**config.mk**
```make
export PLATFORM = sky130hd
export DESIGN_NAME = sram_scan_ctrl_flat
export DESIGN_NICKNAME = d
export VERILOG_FILES = /design/src/rtl/sram_scan_if.sv /design/src/rtl/sram_scan_ctrl.sv /design/src/flat_wrapper.sv
export SDC_FILE = /design/constraint.sdc
export NUM_CORES = 1
export LEC_CHECK = 0
export CORE_MARGIN = 8
export CORE_UTILIZATION = 35
export CTS_BUF_LIST = sky130_fd_sc_hd__clkbuf_8
export CTS_CLUSTER_SIZE = 8
export DETAILED_ROUTE_END_ITERATION = 10
export GPL_ROUTABILITY_DRIVEN = 0
export SYNTH_ARGS = -nofsm -noshare
export SYNTH_HDL_FRONTEND = slang
export SYNTH_SLANG_ARGS = --single-unit
export TNS_END_PERCENT = 10
```
**constraint.sdc**
```tcl
create_clock -name clk -period 5.1 [get_ports clk]
set_input_delay 1.53 -clock clk [delete_from_list [all_inputs] [get_ports clk]]
set_output_delay 1.53 -clock clk [all_outputs]
set_load 0.02 [all_outputs]
```
**src/rtl/sram_scan_if.sv**
```systemverilog
`default_nettype none
// ----------------------------------------------------------------------------
// sram_scan_if : scan pins, SRAM macro bus and status flags of sram_scan_ctrl
// Rev 1.0
// ----------------------------------------------------------------------------
interface sram_scan_if #(
   parameter int DATA_W = 32,
   parameter int ADDR_W = 11,
   parameter int ERR_W  = 8
);
   logic              scan_en;
   logic              scan_in;
   logic              scan_out;
   logic              scan_out_valid;
   logic              sram_ce;
   logic              sram_we;
   logic [ADDR_W-1:0] sram_addr;
   logic [DATA_W-1:0] sram_wdata;
   logic [DATA_W-1:0] sram_rdata;
   logic              busy;
   logic              done;
   logic              err;
   logic [ERR_W-1:0]  err_cnt;

   // master: the scan controller; slave: scan pins plus the SRAM macro
   modport master (
      input  scan_en, scan_in, sram_rdata,
      output scan_out, scan_out_valid, sram_ce, sram_we, sram_addr, sram_wdata,
      output busy, done, err, err_cnt
   );

   modport slave (
      output scan_en, scan_in, sram_rdata,
      input  scan_out, scan_out_valid, sram_ce, sram_we, sram_addr, sram_wdata,
      input  busy, done, err, err_cnt
   );
endinterface
`default_nettype wire

```
**src/rtl/sram_scan_ctrl.sv**
```systemverilog
`default_nettype none
// ----------------------------------------------------------------------------
// sram_scan_ctrl : bit-serial scan frame controller for a single-port SRAM.
// Readback-verify mode is built only when SRAM_SCAN_VERIFY_EN is defined.
// Rev 1.0
// ----------------------------------------------------------------------------
module sram_scan_ctrl #(
   parameter int DATA_W = 32,
   parameter int ADDR_W = 11,
   parameter int CNT_W  = 11,
   parameter int ERR_W  = 8
) (
   input  wire logic   clk,
   input  wire logic   rst,
   sram_scan_if.master bus
);
   localparam int c_hdr_bits = 2 + CNT_W + ADDR_W;
   localparam int c_max_bits = (c_hdr_bits > DATA_W) ? c_hdr_bits : DATA_W;
   localparam int c_bw       = $clog2(c_max_bits);

   localparam logic [2:0] c_st_hdr      = 3'd0;
   localparam logic [2:0] c_st_wr_shift = 3'd1;
   localparam logic [2:0] c_st_rd_req   = 3'd2;
   localparam logic [2:0] c_st_rd_wait  = 3'd3;
   localparam logic [2:0] c_st_rd_shift = 3'd4;
`ifdef SRAM_SCAN_VERIFY_EN
   localparam logic [2:0] c_st_vf_shift = 3'd5;
   localparam logic [2:0] c_st_vf_cmp   = 3'd6;
`endif
   localparam logic [2:0] c_st_done     = 3'd7;

   logic [2:0]            r_state;
   logic [2:0]            w_state_nx;
   logic [c_bw-1:0]       r_bit;
   logic [c_hdr_bits-2:0] r_hdr;
   logic [DATA_W-1:0]     r_sreg;
   logic [DATA_W-1:0]     r_wdata;
   logic [ADDR_W-1:0]     r_addr;
   logic [CNT_W:0]        r_remain;
   logic                  r_wr_pend;

   logic                  w_shift;
   logic                  w_bit_last;
   logic                  w_last_word;
   logic                  w_collect;
   logic                  w_vf_state;
   logic                  w_vf_rd;
   logic                  w_vf_chk;
   logic                  w_ce;
   logic [c_hdr_bits-1:0] w_hdr_word;
   logic [1:0]            w_opc;
   logic [CNT_W-1:0]      w_hdr_cnt;
   logic [ADDR_W-1:0]     w_hdr_addr;
   logic [DATA_W-1:0]     w_data_word;

   assign w_hdr_word  = {bus.scan_in, r_hdr};
   assign w_opc       = w_hdr_word[1:0];
   assign w_hdr_cnt   = w_hdr_word[2 +: CNT_W];
   assign w_hdr_addr  = w_hdr_word[2 + CNT_W +: ADDR_W];
   assign w_data_word = {bus.scan_in, r_sreg[DATA_W-1:1]};

   assign w_collect   = (r_state == c_st_wr_shift) || w_vf_state;
   assign w_shift     = bus.scan_en && ((r_state == c_st_hdr) || w_collect ||
                                        (r_state == c_st_rd_shift));
   assign w_bit_last  = (r_state == c_st_hdr) ? (r_bit == c_bw'(c_hdr_bits - 1))
                                              : (r_bit == c_bw'(DATA_W - 1));
   assign w_last_word = (r_remain == (CNT_W + 1)'(1));
   assign w_ce        = r_wr_pend || (r_state == c_st_rd_req) || w_vf_rd;

   always_ff @(posedge clk) begin
      if (rst) r_state <= c_st_hdr;
      else     r_state <= w_state_nx;
   end

   always_comb begin
      w_state_nx = r_state;
      case (r_state)
         c_st_hdr: begin
            if (w_shift && w_bit_last) begin
               case (w_opc)
                  2'b01:   w_state_nx = c_st_wr_shift;
                  2'b10:   w_state_nx = c_st_rd_req;
`ifdef SRAM_SCAN_VERIFY_EN
                  2'b11:   w_state_nx = c_st_vf_shift;
`endif
                  default: w_state_nx = c_st_done;
               endcase
            end
         end
         c_st_wr_shift: if (w_shift && w_bit_last && w_last_word) w_state_nx = c_st_done;
         c_st_rd_req:   w_state_nx = c_st_rd_wait;
         c_st_rd_wait:  w_state_nx = c_st_rd_shift;
         c_st_rd_shift: begin
            if (w_shift && w_bit_last) w_state_nx = w_last_word ? c_st_done : c_st_rd_req;
         end
`ifdef SRAM_SCAN_VERIFY_EN
         c_st_vf_shift: if (w_shift && w_bit_last && w_last_word) w_state_nx = c_st_vf_cmp;
         // the last word's read is still in flight; finish on its compare edge
         c_st_vf_cmp:   if (w_vf_chk && !w_vf_rd) w_state_nx = c_st_done;
`endif
         default:       w_state_nx = r_state;
      endcase
   end

   always_ff @(posedge clk) begin
      if (rst) begin
         r_bit     <= '0;
         r_hdr     <= '0;
         r_sreg    <= '0;
         r_wdata   <= '0;
         r_addr    <= '0;
         r_remain  <= '0;
         r_wr_pend <= 1'b0;
      end else begin
         r_wr_pend <= 1'b0;
         if (w_shift) r_bit <= w_bit_last ? '0 : r_bit + c_bw'(1);
         if (w_ce) r_addr <= r_addr + ADDR_W'(1);
         if ((r_state == c_st_hdr) && w_shift) begin
            r_hdr <= w_hdr_word[c_hdr_bits-1:1];
            if (w_bit_last) begin
               r_addr   <= w_hdr_addr;
               r_remain <= {1'b0, w_hdr_cnt} + (CNT_W + 1)'(1);
            end
         end
         if (w_collect && w_shift) begin
            r_sreg <= w_data_word;
            if (w_bit_last) begin
               r_remain <= r_remain - (CNT_W + 1)'(1);
               if (r_state == c_st_wr_shift) begin
                  r_wdata   <= w_data_word;
                  r_wr_pend <= 1'b1;
               end
            end
         end
         if (r_state == c_st_rd_wait) r_sreg <= bus.sram_rdata;
         if ((r_state == c_st_rd_shift) && w_shift) begin
            r_sreg <= r_sreg >> 1;
            if (w_bit_last) r_remain <= r_remain - (CNT_W + 1)'(1);
         end
      end
   end

`ifdef SRAM_SCAN_VERIFY_EN
   logic              r_vf_rd;
   logic              r_vf_chk;
   logic              r_err;
   logic [ERR_W-1:0]  r_err_cnt;
   logic [DATA_W-1:0] r_cmp;

   assign w_vf_state = (r_state == c_st_vf_shift);
   assign w_vf_rd    = r_vf_rd;
   assign w_vf_chk   = r_vf_chk;

   // read strobe one cycle after the word completes, compare when rdata returns
   always_ff @(posedge clk) begin
      if (rst) begin
         r_vf_rd   <= 1'b0;
         r_vf_chk  <= 1'b0;
         r_err     <= 1'b0;
         r_err_cnt <= '0;
         r_cmp     <= '0;
      end else begin
         r_vf_rd  <= 1'b0;
         r_vf_chk <= r_vf_rd;
         if (w_vf_state && w_shift && w_bit_last) begin
            r_vf_rd <= 1'b1;
            r_cmp   <= w_data_word;
         end
         if (r_vf_chk && (bus.sram_rdata != r_cmp)) begin
            r_err <= 1'b1;
            if (r_err_cnt != '1) r_err_cnt <= r_err_cnt + ERR_W'(1);
         end
      end
   end
`else
   assign w_vf_state = 1'b0;
   assign w_vf_rd    = 1'b0;
   assign w_vf_chk   = 1'b0;
`endif

   always_comb begin
      bus.busy           = (r_state != c_st_hdr) && (r_state != c_st_done);
      bus.done           = (r_state == c_st_done);
      bus.scan_out_valid = (r_state == c_st_rd_shift);
      bus.scan_out       = (r_state == c_st_rd_shift) && r_sreg[0];
      bus.sram_ce        = w_ce;
      bus.sram_we        = r_wr_pend;
      bus.sram_addr      = r_addr;
      bus.sram_wdata     = r_wdata;
`ifdef SRAM_SCAN_VERIFY_EN
      bus.err            = r_err;
      bus.err_cnt        = r_err_cnt;
`else
      bus.err            = 1'b0;
      bus.err_cnt        = ERR_W'(0);
`endif
   end
endmodule
`default_nettype wire

```
**src/flat_wrapper.sv**
```systemverilog
// flat-port wrapper written by rule: the top's interface ports become plain ports
module sram_scan_ctrl_flat 
#(
   parameter int DATA_W = 32,
   parameter int ADDR_W = 11,
   parameter int CNT_W  = 11,
   parameter int ERR_W  = 8
)
  (clk, rst, bus_scan_en, bus_scan_in, bus_sram_rdata, bus_scan_out, bus_scan_out_valid, bus_sram_ce, bus_sram_we, bus_sram_addr, bus_sram_wdata, bus_busy, bus_done, bus_err, bus_err_cnt);
  sram_scan_if #(.DATA_W(DATA_W), .ADDR_W(ADDR_W), .ERR_W(ERR_W)) bus_i ();
  input  wire logic clk;
  input  wire logic rst;
  input wire logic [$bits(bus_i.scan_en)-1:0] bus_scan_en;
  input wire logic [$bits(bus_i.scan_in)-1:0] bus_scan_in;
  input wire logic [$bits(bus_i.sram_rdata)-1:0] bus_sram_rdata;
  output wire logic [$bits(bus_i.scan_out)-1:0] bus_scan_out;
  output wire logic [$bits(bus_i.scan_out_valid)-1:0] bus_scan_out_valid;
  output wire logic [$bits(bus_i.sram_ce)-1:0] bus_sram_ce;
  output wire logic [$bits(bus_i.sram_we)-1:0] bus_sram_we;
  output wire logic [$bits(bus_i.sram_addr)-1:0] bus_sram_addr;
  output wire logic [$bits(bus_i.sram_wdata)-1:0] bus_sram_wdata;
  output wire logic [$bits(bus_i.busy)-1:0] bus_busy;
  output wire logic [$bits(bus_i.done)-1:0] bus_done;
  output wire logic [$bits(bus_i.err)-1:0] bus_err;
  output wire logic [$bits(bus_i.err_cnt)-1:0] bus_err_cnt;
  assign bus_i.scan_en = bus_scan_en;
  assign bus_i.scan_in = bus_scan_in;
  assign bus_i.sram_rdata = bus_sram_rdata;
  assign bus_scan_out = bus_i.scan_out;
  assign bus_scan_out_valid = bus_i.scan_out_valid;
  assign bus_sram_ce = bus_i.sram_ce;
  assign bus_sram_we = bus_i.sram_we;
  assign bus_sram_addr = bus_i.sram_addr;
  assign bus_sram_wdata = bus_i.sram_wdata;
  assign bus_busy = bus_i.busy;
  assign bus_done = bus_i.done;
  assign bus_err = bus_i.err;
  assign bus_err_cnt = bus_i.err_cnt;
  sram_scan_ctrl #(.DATA_W(DATA_W), .ADDR_W(ADDR_W), .CNT_W(CNT_W), .ERR_W(ERR_W)) u_core (.clk(clk), .rst(rst), .bus(bus_i));
endmodule
```
== Word level (Yosys, flattened, before mapping) ==
Index checks and enable logic that the tools add are counted.
Word-level totals
  output and inout bits: 58
  input bits: 36
  word-level logic and storage cells: 70
  register bits: 119
Cells by class
  bitwise gates (word level): 2
  muxes and demuxes: 21
  reductions and logical operators: 20
  add/sub/neg operators: 4
  equality and inequality tests: 14
Operator list (number)
  12-bit two-way mux: 6
  32-bit two-way mux: 2
  11-bit two-way mux: 3
  31-bit two-way mux: 1
  3-bit case mux with 5 select lines: 1
  11-bit by 1-bit adder with 12-bit output, second input constant: 1
  12-bit by 1-bit equality test with 1-bit output, second input constant: 1
  3-bit two-way mux: 4
  12-bit by 1-bit subtractor with 12-bit output, second input constant: 1
  11-bit by 1-bit adder with 11-bit output, second input constant: 1
  5-bit equality test, second input constant: 2
  1-bit logical AND: 8
  3-bit by 2-bit equality test with 1-bit output, second input constant: 2
  3-bit equality test, second input constant: 2
  3-bit case mux with 2 select lines: 1
  3-bit nonzero test: 2
  5-bit by 1-bit adder with 5-bit output, second input constant: 1
  5-bit two-way mux: 1
  5-bit nonzero test: 1
  2-bit != test, second input constant: 2
  4-bit AND reduction: 1
  3-bit by 1-bit equality test with 1-bit output, second input constant: 1
  3-bit zero test: 1
  1-bit logical OR: 3
  other kinds (10): 12

== Depth between registers and ports, before layout ==
Gate-level depths: netlist (run 1).
  word-level depth: 10
  mapped depth: 8
  gate-level depth less buffers: 7

== Worst setup path after synthesis (run 1) ==
Ideal clock, no wire load.
  path type: in2reg
  from: input bus_scan_en
  to: register u_core.r_addr[6] (netlist: u_core.bus.sram_addr[6])
  stages on the path: 8
  buffers on the path: 4
  required time: 4961 ps
  setup time: 139 ps
  slack: 2043 ps
  arrival: 2918 ps
  path through: buf_2 or4b_1 buf_2 or2_1 buf_6 buf_6 nor2_1 a311oi_2
On the way
  longest elaborated chain between the ends: 3
RTL lines
  from (decl): RTL line flat_wrapper.sv:13  | input wire logic [$bits(bus_i.scan_en)-1:0] bus_scan_en;
  1-bit logical AND: RTL line sram_scan_ctrl.sv:63  | assign w_shift = bus.scan_en && ((r_state == c_st_hdr) || w_collect ||
  1-bit logical AND: RTL line sram_scan_ctrl.sv:118  | if ((r_state == c_st_hdr) && w_shift) begin
  11-bit two-way mux: RTL line sram_scan_ctrl.sv:118
  to (signal assigned): RTL line sram_scan_ctrl.sv:117  | if (w_ce) r_addr <= r_addr + ADDR_W'(1);
  to (signal assigned): RTL line sram_scan_ctrl.sv:121  | r_addr <= w_hdr_addr;
  to (decl): RTL line sram_scan_ctrl.sv:38  | logic [ADDR_W-1:0] r_addr;
Every way passes these cells.
A chain may end at the register's enable or synchronous reset.

== Worst setup path in the final report (run 1) ==
  from: register u_core.r_state[2]
  to: output bus_sram_ce
On the way
  longest elaborated chain between the ends: 2
RTL lines
  from (decl): RTL line sram_scan_ctrl.sv:32  | logic [2:0] r_state;
  from (signal assigned): RTL line sram_scan_ctrl.sv:71  | if (rst) r_state <= c_st_hdr;
  from (signal assigned): RTL line sram_scan_ctrl.sv:72  | else r_state <= w_state_nx;
  3-bit by 2-bit equality test with 1-bit output: RTL line sram_scan_ctrl.sv:68  | assign w_ce = r_wr_pend || (r_state == c_st_rd_req) || w_vf_rd;
  1-bit logical OR: RTL line sram_scan_ctrl.sv:68
  to (decl): RTL line flat_wrapper.sv:18  | output wire logic [$bits(bus_i.sram_ce)-1:0] bus_sram_ce;
Every way passes these cells.

==> results of run 1 <==
==> worst max path at each step <==
stage                                    endpoint  slack (ps)
after detailed placement      u_core.r_remain[11]        1040
after global routing                  bus_sram_ce        1110
after CTS                             bus_sram_ce        1220
after global placement        u_core.r_remain[11]        1120
after floorplan           u_core.bus.sram_addr[6]        2040
final                                 bus_sram_ce        1270
==> cells in the mapped netlist (2+ instances only) <==
cell type  number  share of area (%)
nand2_1       188                 13
dfxtp_1       119                 43
a21oi_1        70                6.3
nor2_1         64                4.3
clkbuf_1       39                2.7
a311oi_1       29                4.6
o21ai_0        16                1.4
nor3_1         13                1.2
inv_1          11               0.75
xnor2_1        11                1.7
buf_4           9                1.2
nand3_1         9               0.82
xor2_1          9                1.4
and3_1          7               0.79
ha_1            7                1.6
buf_2           6               0.54
nand4_1         6               0.68
a211oi_2        5                1.1
a311oi_2        5                1.4
and2_1          5               0.57
or3_1           5               0.57
a31oi_1         4               0.45
buf_6           4               0.82
nand2b_1        4               0.45
nor4_1          4               0.45
a211oi_1        3               0.41
a222oi_1        3               0.54
a22o_1          3               0.48
a22oi_1         3               0.41
and4_1          3               0.48
nor2b_1         3               0.34
a32oi_1         2               0.32
mux2i_1         2               0.36
o211ai_1        2               0.27
o22ai_1         2               0.23
==> state kept, by name (all words and copies together) (netlist names) <==
signal and count:
u_core.r_bit 5, u_core.bus.sram_we 1, u_core.r_sreg 32, u_core.bus.sram_addr 11
u_core.bus.sram_wdata 32, u_core.r_state 3, u_core.r_hdr 23, u_core.r_remain 12
==> routing by layer <==
layer	vias to the layer above	GRT usage (%)
met1	2297	18.30
met4	0	7.066
met2	139	21.85
li1	2533	-
met5	-	0
met3	28	3.293
==> final cells by class <==
type                            count  share of cell area (%)
Tap cell                          216                   3.968
Clock buffer                       22                   4.445
Inverter                           11                  0.6062
Clock inverter                     10                   1.121
Timing Repair Buffer               90                   12.97
Sequential cell                   119                   34.97
Multi-Input combinational cell    521                   41.92
==> through the flow <==
stage | power (mW) | worst slack [ps] | cells
4_1_cts | 1.851 | 1217 | 989
3_5_place_dp | 1.039 | 1038 | 957
2_1_floorplan | 1.005 | 2043 | 709
5_1_grt | 1.901 | 1111 | 989
3_3_place_gp | 1.038 | 1119 | 957
6_report | 1.828 | 1274 | 989
==> cells by family (layout without fill, tap and decap cells) <==
kind of cell | after synthesis | in the layout | share of synthesized area (%)
multiplexers | 3 | 3 | 0.5664
AND/OR/NAND/NOR | 323 | 323 | 25.62
other | 1 | 9 | 0.06790
XOR/XNOR | 20 | 20 | 3.172
buffers and inverters | 69 | 133 | 5.981
adder cells (fa/ha/maj) | 7 | 7 | 1.586
AO/OA/AOI/OAI | 159 | 159 | 19.87
flip-flops | 119 | 119 | 43.14
==> worst max-delay path: stages (launching register included) <==
cell             delay (ps)
dfxtp_1                 820
nor3b_2                 180
nor2_1                  230
inv_1                    80
clkdlybuf4s50_1         540
==> power groups by stage <==
stage | clock network, mW | registers [mW] | logic, mW
final | 0.809 | 0.937 | 0.0824
after CTS | 0.832 | 0.936 | 0.0822
after floorplan | 0 | 0.956 | 0.0485
after global routing | 0.875 | 0.936 | 0.0900
after global placement | 0 | 0.957 | 0.0811
after detailed placement | 0 | 0.957 | 0.0817
==> flow_summary.json, run 1 <==
{
  "status": "complete, no violations",
  "ys_seq_area_share_pct": 43.14,
  "fin_crit_ps": 3826,
  "multi_input_area_sq_um": 2855,
  "synth_cells": 701,
  "synthFlopType": "dfxtp_1",
  "route.met3.wl_um": 769,
  "firstDrtPassIters": 6,
  "rrSetupSlack_ps": 2000,
  "yosysWarnings": 0,
  "routed_via_density": 5.053,
  "grt_max_degree": 81,
  "path_clk_slew_ps": 70,
  "switching_share_pct": 22.90,
  "fp.dieW_um": 141.6,
  "drt_first_iter_violations": 260,
  "cp-startpoint": "u_core.r_state[2]",
  "grt_pass1_wl_um": 22960,
  "nFillCells": 1599,
  "r2r_cells": 5,
  "grt_util_all_layers_pct": 14.19,
  "cts_made_buffers": 17,
  "final-setup-viol-count": 0,
  "row_count": 46,
  "finalNetCount": 803,
  "fin_crit_sh_pct": 75.01,
  "numClockSinks": 119,
  "slew_violations": 0,
  "initial_utilization_pct": 35.28,
  "placed_area_sq_um": 6432,
  "wl_um": 14120,
  "wl_per_cell_um": 14.27,
  "netlist_area_sq_um": 5523,
  "synth-async-reset-ratio_pct": 0,
  "holdCritStartpoint": "u_core.bus.sram_wdata[6]",
  "grt_pass1_vias": 4593,
  "timing.hold.ws_ps": 453.1,
  "regToRegEndpoint": "u_core.r_remain[9]",
  "power.combinational.fraction_pct": 4.5,
  "htree_levels": 4,
  "cp-start-kind": "register",
  "dr_wl_met2_um": 6527,
  "drcViolationCount": 0,
  "drive_above_1_share_pct": 7.633,
  "portBuffers": 84,
  "clk_latency_ps": 440,
  "arrival_ps": 2300,
  "vias": 4997,
  "cts-root-buf": "clkbuf_8",
  "dp_hpwl_um": 9598,
  "tightest_slew_ps": 1070,
  "ys_seq_elements": 119,
  "design_area_sq_um": 6812,
  "finalHoldViolations": 0,
  "leakage_nw": 2.240,
  "peakVddDrop_uv": 150.7,
  "io_pins": 94,
  "final_common_cell": "nand2_1",
  "power.switching_uw": 418.5,
  "insertedDiodeCount": 0,
  "final_cell_mix": "187 x nand2_1, 119 x dfxtp_1, 83 x clkdlybuf4s50_1, 70 x a21oi_1, 63 x nor2_1",
  "power_density_nw_per_um2": 268.3,
  "met1_length_um": 6495,
  "synthToLayoutAreaGrowth_pct": 23.33,
  "cts_hold_buf": 0,
  "post-cts-setup-buffers": 0,
  "fin_setup_tns_ps": 0,
  "die_area_sq_um": 20050,
  "final_antenna_net_count": 0,
  "fmax_mhz": 261.4,
  "seqPwrFrac_pct": 51.2,
  "syn_avg_cell_area_sq_um": 7.878,
  "rsz0062_at_grt": "no",
  "clkPwrFrac_pct": 44.2,
  "cts_tree": "done",
  "intPower_mw": 1.409,
  "hold_depth": 2,
  "top_layer_used": "met4",
  "seq_area_sq_um": 2382,
  "antenna_found_initial": 0,
  "critPathKind": "register to output pin",
  "cts_resized": 0,
  "cts_max_path_buffers": 2,
  "fp.dieH_um": 141.6,
  "cap_violations": 0,
  "grt-ovfl-total": 0,
  "hp-class": "register to register",
  "synth_cell_types": 61,
  "worstPathMaxFanout": 25,
  "min_to": "u_core.bus.sram_wdata[6]",
  "r2r-start": "u_core.r_state[2]",
  "synth_edf_count": 0,
  "skew_ps": 6.716,
  "slew_headroom_pct": 26.60,
  "crit_required_ps": 3570,
  "core-area_sq_um": 15660,
  "final_util_pct": 43.51,
  "worst_setup_path_end_kind": "output pin"
}
Note: power is estimated with default switching activity, not from simulation.
==> run 2: changes to the inputs <==
==> constraint.sdc (replaced) <==
create_clock -name clk -period 3.65 [get_ports clk]
set_input_delay 1.095 -clock clk [delete_from_list [all_inputs] [get_ports clk]]
set_output_delay 1.095 -clock clk [all_outputs]
set_load 0.02 [all_outputs]
==> flow_summary.json, run 2 (same netlist as run 1, synthesis figures left out) <==
{
  "status": "complete, no violations",
  "row_count": 46,
  "tightest_slew_ps": 946.1,
  "grt-ovfl-total": 0,
  "cts_resized": 0,
  "slew_headroom_pct": 36.70,
  "grt_max_degree": 57,
  "routed_via_density": 5.132,
  "finalHoldViolations": 0,
  "path_clk_slew_ps": 70,
  "place_ws_ps": 502.8,
  "rrSetupSlack_ps": 1500,
  "antenna_found_initial": 0,
  "holdCritStartpoint": "u_core.bus.sram_wdata[22]",
  "power_density_nw_per_um2": 364.0,
  "slew_violations": 0,
  "io_pins": 94,
  "r2r-start": "u_core.r_state[0]",
  "gr-max-usage-layer": "met2",
  "wl_um": 14410,
  "initial_utilization_pct": 35.28,
  "firstDrtPassIters": 8,
  "cp-startpoint": "u_core.r_state[1]",
  "fmax_mhz": 318.5,
  "final_cell_mix": "187 x nand2_1, 119 x dfxtp_1, 83 x clkdlybuf4s50_1, 70 x a21oi_1, 63 x nor2_1",
  "cts_tree": "done",
  "cts-root-buf": "clkbuf_8",
  "grt_util_all_layers_pct": 14.19,
  "final_util_pct": 43.87,
  "fin_crit_ps": 3140,
  "setup_ws_ps": 510.2,
  "final_common_cell": "nand2_1",
  "leakage_nw": 2.290,
  "cts_max_path_buffers": 2,
  "finalNetCount": 814,
  "crit_required_ps": 2550,
  "skew_ps": 8.847,
  "fin_crit_sh_pct": 86.02,
  "synthToLayoutAreaGrowth_pct": 24.35,
  "drt_first_iter_violations": 426,
  "cts_made_buffers": 17,
  "htree_levels": 4,
  "post-cts-setup-buffers": 0,
  "core-area_sq_um": 15660,
  "grt_pass1_vias": 4777,
  "crit_end": "bus_busy",
  "regToRegEndpoint": "u_core.r_sreg[11]",
  "final_antenna_net_count": 0,
  "insertedDiodeCount": 0,
  "critPathKind": "register to output pin",
  "cp-start-kind": "register",
  "die_area_sq_um": 20050,
  "wl_per_cell_um": 14.41,
  "final-setup-viol-count": 0,
  "met1_usage_pct": 17.99,
  "portBuffers": 84,
  "clk_latency_ps": 430,
  "arrival_ps": 2040,
  "power_mw": 2.500,
  "grt_pass1_wl_um": 23460,
  "cts_hold_buf": 0,
  "vias": 5132,
  "nFillCells": 1608,
  "peakVddDrop_uv": 206.4,
  "r2r_cells": 6,
  "fp.dieH_um": 141.6,
  "rsz0062_at_grt": "no",
  "worst_setup_path_end_kind": "output pin",
  "worstPathMaxFanout": 14,
  "hp-class": "register to register",
  "numClockSinks": 119,
  "fin_setup_tns_ps": 0,
  "met3_usage_pct": 3.562,
  "fp.dieW_um": 141.6,
  "drcViolationCount": 0,
  "met2_usage_pct": 23.44,
  "dp_hpwl_um": 9993,
  "cap_violations": 0,
  "drive_above_1_share_pct": 8.546
}
[run 2: final cells by class]
class	instances	area (sq um)	area share (%)
Tap cell	216	270.3	3.935
Sequential cell	119	2382	34.69
Inverter	11	41.29	0.6012
Clock inverter	13	91.34	1.330
Multi-Input combinational cell	521	2855	41.57
Timing Repair Buffer	101	965.9	14.06
Clock buffer	19	261.5	3.808
[run 2: metrics by stage]
step,hold slack [ps],instance area [sq um],std cells
2_1_floorplan,444.5,5553,709
3_3_place_gp,442.0,6515,968
3_5_place_dp,447.3,6515,968
4_1_cts,457.3,6868,1000
5_1_grt,471.8,6868,1000
6_report,453.2,6868,1000
[run 2: how the worst min path moves through the flow]
stage               cells past startpoint                        end  slack, ps
floorplan                               2   u_core.bus.sram_wdata[2]        440
global placement                        2  u_core.bus.sram_wdata[25]        440
detailed placement                      2  u_core.bus.sram_wdata[26]        450
CTS                                     2  u_core.bus.sram_wdata[26]        460
global route                            2  u_core.bus.sram_wdata[26]        470
finish                                  2  u_core.bus.sram_wdata[22]        450
[run 2: where the power goes]
part / switching, mW / internal [mW] / leakage, nW
combinational: 0.0680 / 0.0513 / 1.13
clock: 0.516 / 0.557 / 0.200
sequential: 0.00539 / 1.30 / 0.959
total: 0.589 / 1.91 / 2.29
[run 2: routing by layer]
metal | vias to the layer above | part of all wire [%]
met4 | 0 | 1.0
li1 | 2550 | -
met5 | - | 0
met3 | 13 | 5.6
met2 | 121 | 48
met1 | 2448 | 45
[run 2: critical path, stage by stage (launching register included)]
cell             delay [ps]
dfxtp_1                 310
buf_4                   170
nor3_1                  470
nor2_1                  110
clkdlybuf4s50_1         570
==> run 3: changes to the inputs <==
--- a/config.mk
+++ b/config.mk
@@ -6,7 +6,7 @@
 export NUM_CORES = 1
 export LEC_CHECK = 0
 export CORE_MARGIN = 8
-export CORE_UTILIZATION = 35
+export CORE_UTILIZATION = 31
 export CTS_BUF_LIST = sky130_fd_sc_hd__clkbuf_8
 export CTS_CLUSTER_SIZE = 8
 export DETAILED_ROUTE_END_ITERATION = 10
==> flow_summary.json, run 3 (same netlist as run 1, synthesis figures left out) <==
{
  "status": "complete, no violations",
  "worstPathCellList": "nor3b_2 > nor2_1 > inv_1 > clkdlybuf4s50_1",
  "critPathKind": "register to output pin",
  "insertedDiodeCount": 0,
  "skew_ps": 8.301,
  "synthToLayoutAreaGrowth_pct": 24.04,
  "met1_usage_pct": 16.70,
  "r2r_cells": 6,
  "final-setup-viol-count": 0,
  "cp_slowest_cell": "dfxtp_1",
  "cts_max_path_buffers": 2,
  "slew_headroom_pct": 32.94,
  "fp.dieH_um": 149.5,
  "htree_levels": 4,
  "rsz0062_at_grt": "no",
  "grt_pass1_wl_um": 23060,
  "grt_pass1_vias": 4534,
  "vias": 4941,
  "io_pins": 94,
  "row_count": 49,
  "initial_utilization_pct": 31.17,
  "final_cell_mix": "187 x nand2_1, 119 x dfxtp_1, 83 x clkdlybuf4s50_1, 70 x a21oi_1, 63 x nor2_1",
  "portBuffers": 84,
  "critical_path.n_buffers_inverters": 2,
  "cts_made_buffers": 17,
  "met2_usage_pct": 19.84,
  "final_util_pct": 38.66,
  "routed_via_density": 4.902,
  "slew_violations": 0,
  "fin_crit_sh_pct": 92.93,
  "grt_util_all_layers_pct": 12.92,
  "fmax_mhz": 294.8,
  "drcViolationCount": 0,
  "cts-root-buf": "clkbuf_8",
  "finalHoldViolations": 0,
  "wl_um": 14470,
  "firstDrtPassIters": 4,
  "wl_per_cell_um": 14.35,
  "antenna_found_initial": 0,
  "worst_setup_path_end_kind": "output pin",
  "dp_hpwl_um": 9837,
  "hp-class": "register to register",
  "clk_latency_ps": 440,
  "crit_cells": 4,
  "cts_hold_buf": 0,
  "tightest_slew_ps": 1002,
  "core-area_sq_um": 17720,
  "grt-ovfl-total": 0,
  "power_density_nw_per_um2": 358.4,
  "numClockSinks": 119,
  "met3_usage_pct": 3.810,
  "worstPathMaxFanout": 15,
  "peakVddDrop_uv": 206.3,
  "fin_setup_tns_ps": 0,
  "hold_depth": 2,
  "leakage_nw": 2.269,
  "drive_above_1_share_pct": 8.087,
  "critPathTopFamily": "buffers and inverters",
  "fp.dieW_um": 149.5,
  "finalNetCount": 812,
  "grt_max_degree": 65,
  "cts_tree": "done",
  "final_common_cell": "nand2_1",
  "cts_resized": 0,
  "post-cts-setup-buffers": 0,
  "path_clk_slew_ps": 70,
  "crit_required_ps": 2550,
  "cp-start-kind": "register",
  "arrival_ps": 2300,
  "gr-max-usage-layer": "met2",
  "drt_first_iter_violations": 262,
  "cap_violations": 0,
  "die_area_sq_um": 22340,
  "max_stage_delay_ps": 600,
  "fin_crit_ps": 3392,
  "final_antenna_net_count": 0
}
## run 3: cell types whose count changed in the layout (fill, tap and decap cells not counted), sizes merged
cell	change
clkinvlp	-1
bufinv	-1
inv	-1
clkbuf	+3
clkinv	-3
buf	-2
## run 3: path summary, 6_finish.rpt
path / start / end / slack [ps]
worst max-delay path: u_core.r_state[1] / bus_sram_ce / 260
worst min-delay path: u_core.bus.sram_wdata[27] / u_core.bus.sram_wdata[27] / 450
worst max register to register: u_core.r_state[0] / u_core.r_remain[4] / 1290
worst min register to register: u_core.bus.sram_wdata[27] / u_core.bus.sram_wdata[27] / 450
## run 3: stage by stage
stage | hold WS, ps | total power, mW | setup WS (ps) | instance area [sq um] | instances
global placement | 444.3 | 1.456 | 502.1 | 6516 | 979
global route | 472.7 | 2.559 | 109.7 | 6850 | 1008
detailed placement | 447.5 | 1.456 | 423.6 | 6516 | 979
floorplan | 444.5 | 1.404 | 1028 | 5553 | 709
CTS | 456.8 | 2.494 | 214.3 | 6850 | 1008
finish | 452.0 | 2.455 | 258.0 | 6850 | 1008
## run 3: metal layers
layer,share of wire [%],vias up
met5,0,-
met4,1.2,0
met3,5.8,15
met2,45,101
met1,48,2273
li1,-,2552
## run 3: worst min-delay path, delay by kind of cell, from the launching register on
kind	cells	cell delay, ps
compound gates	1	50
flops	1	310
simple gates	1	50
## run 3: where the power goes
part | leakage (nW) | total [mW] | internal, mW | switching, mW
logic | 1.12 | 0.118 | 0.0510 | 0.0667
clock network | 0.190 | 1.03 | 0.536 | 0.493
registers | 0.959 | 1.31 | 1.30 | 0.00530
total | 2.27 | 2.46 | 1.89 | 0.565
## run 3: area by class of cell
type,count,area [sq um]
fillers,1871,10870
flip-flops and latches,119,2382
clock inverters,7,31.28
multi-input cells,521,2855
inverters,11,41.29
repair buffers,99,950.9
clock buffers,22,302.8
well taps,229,286.5
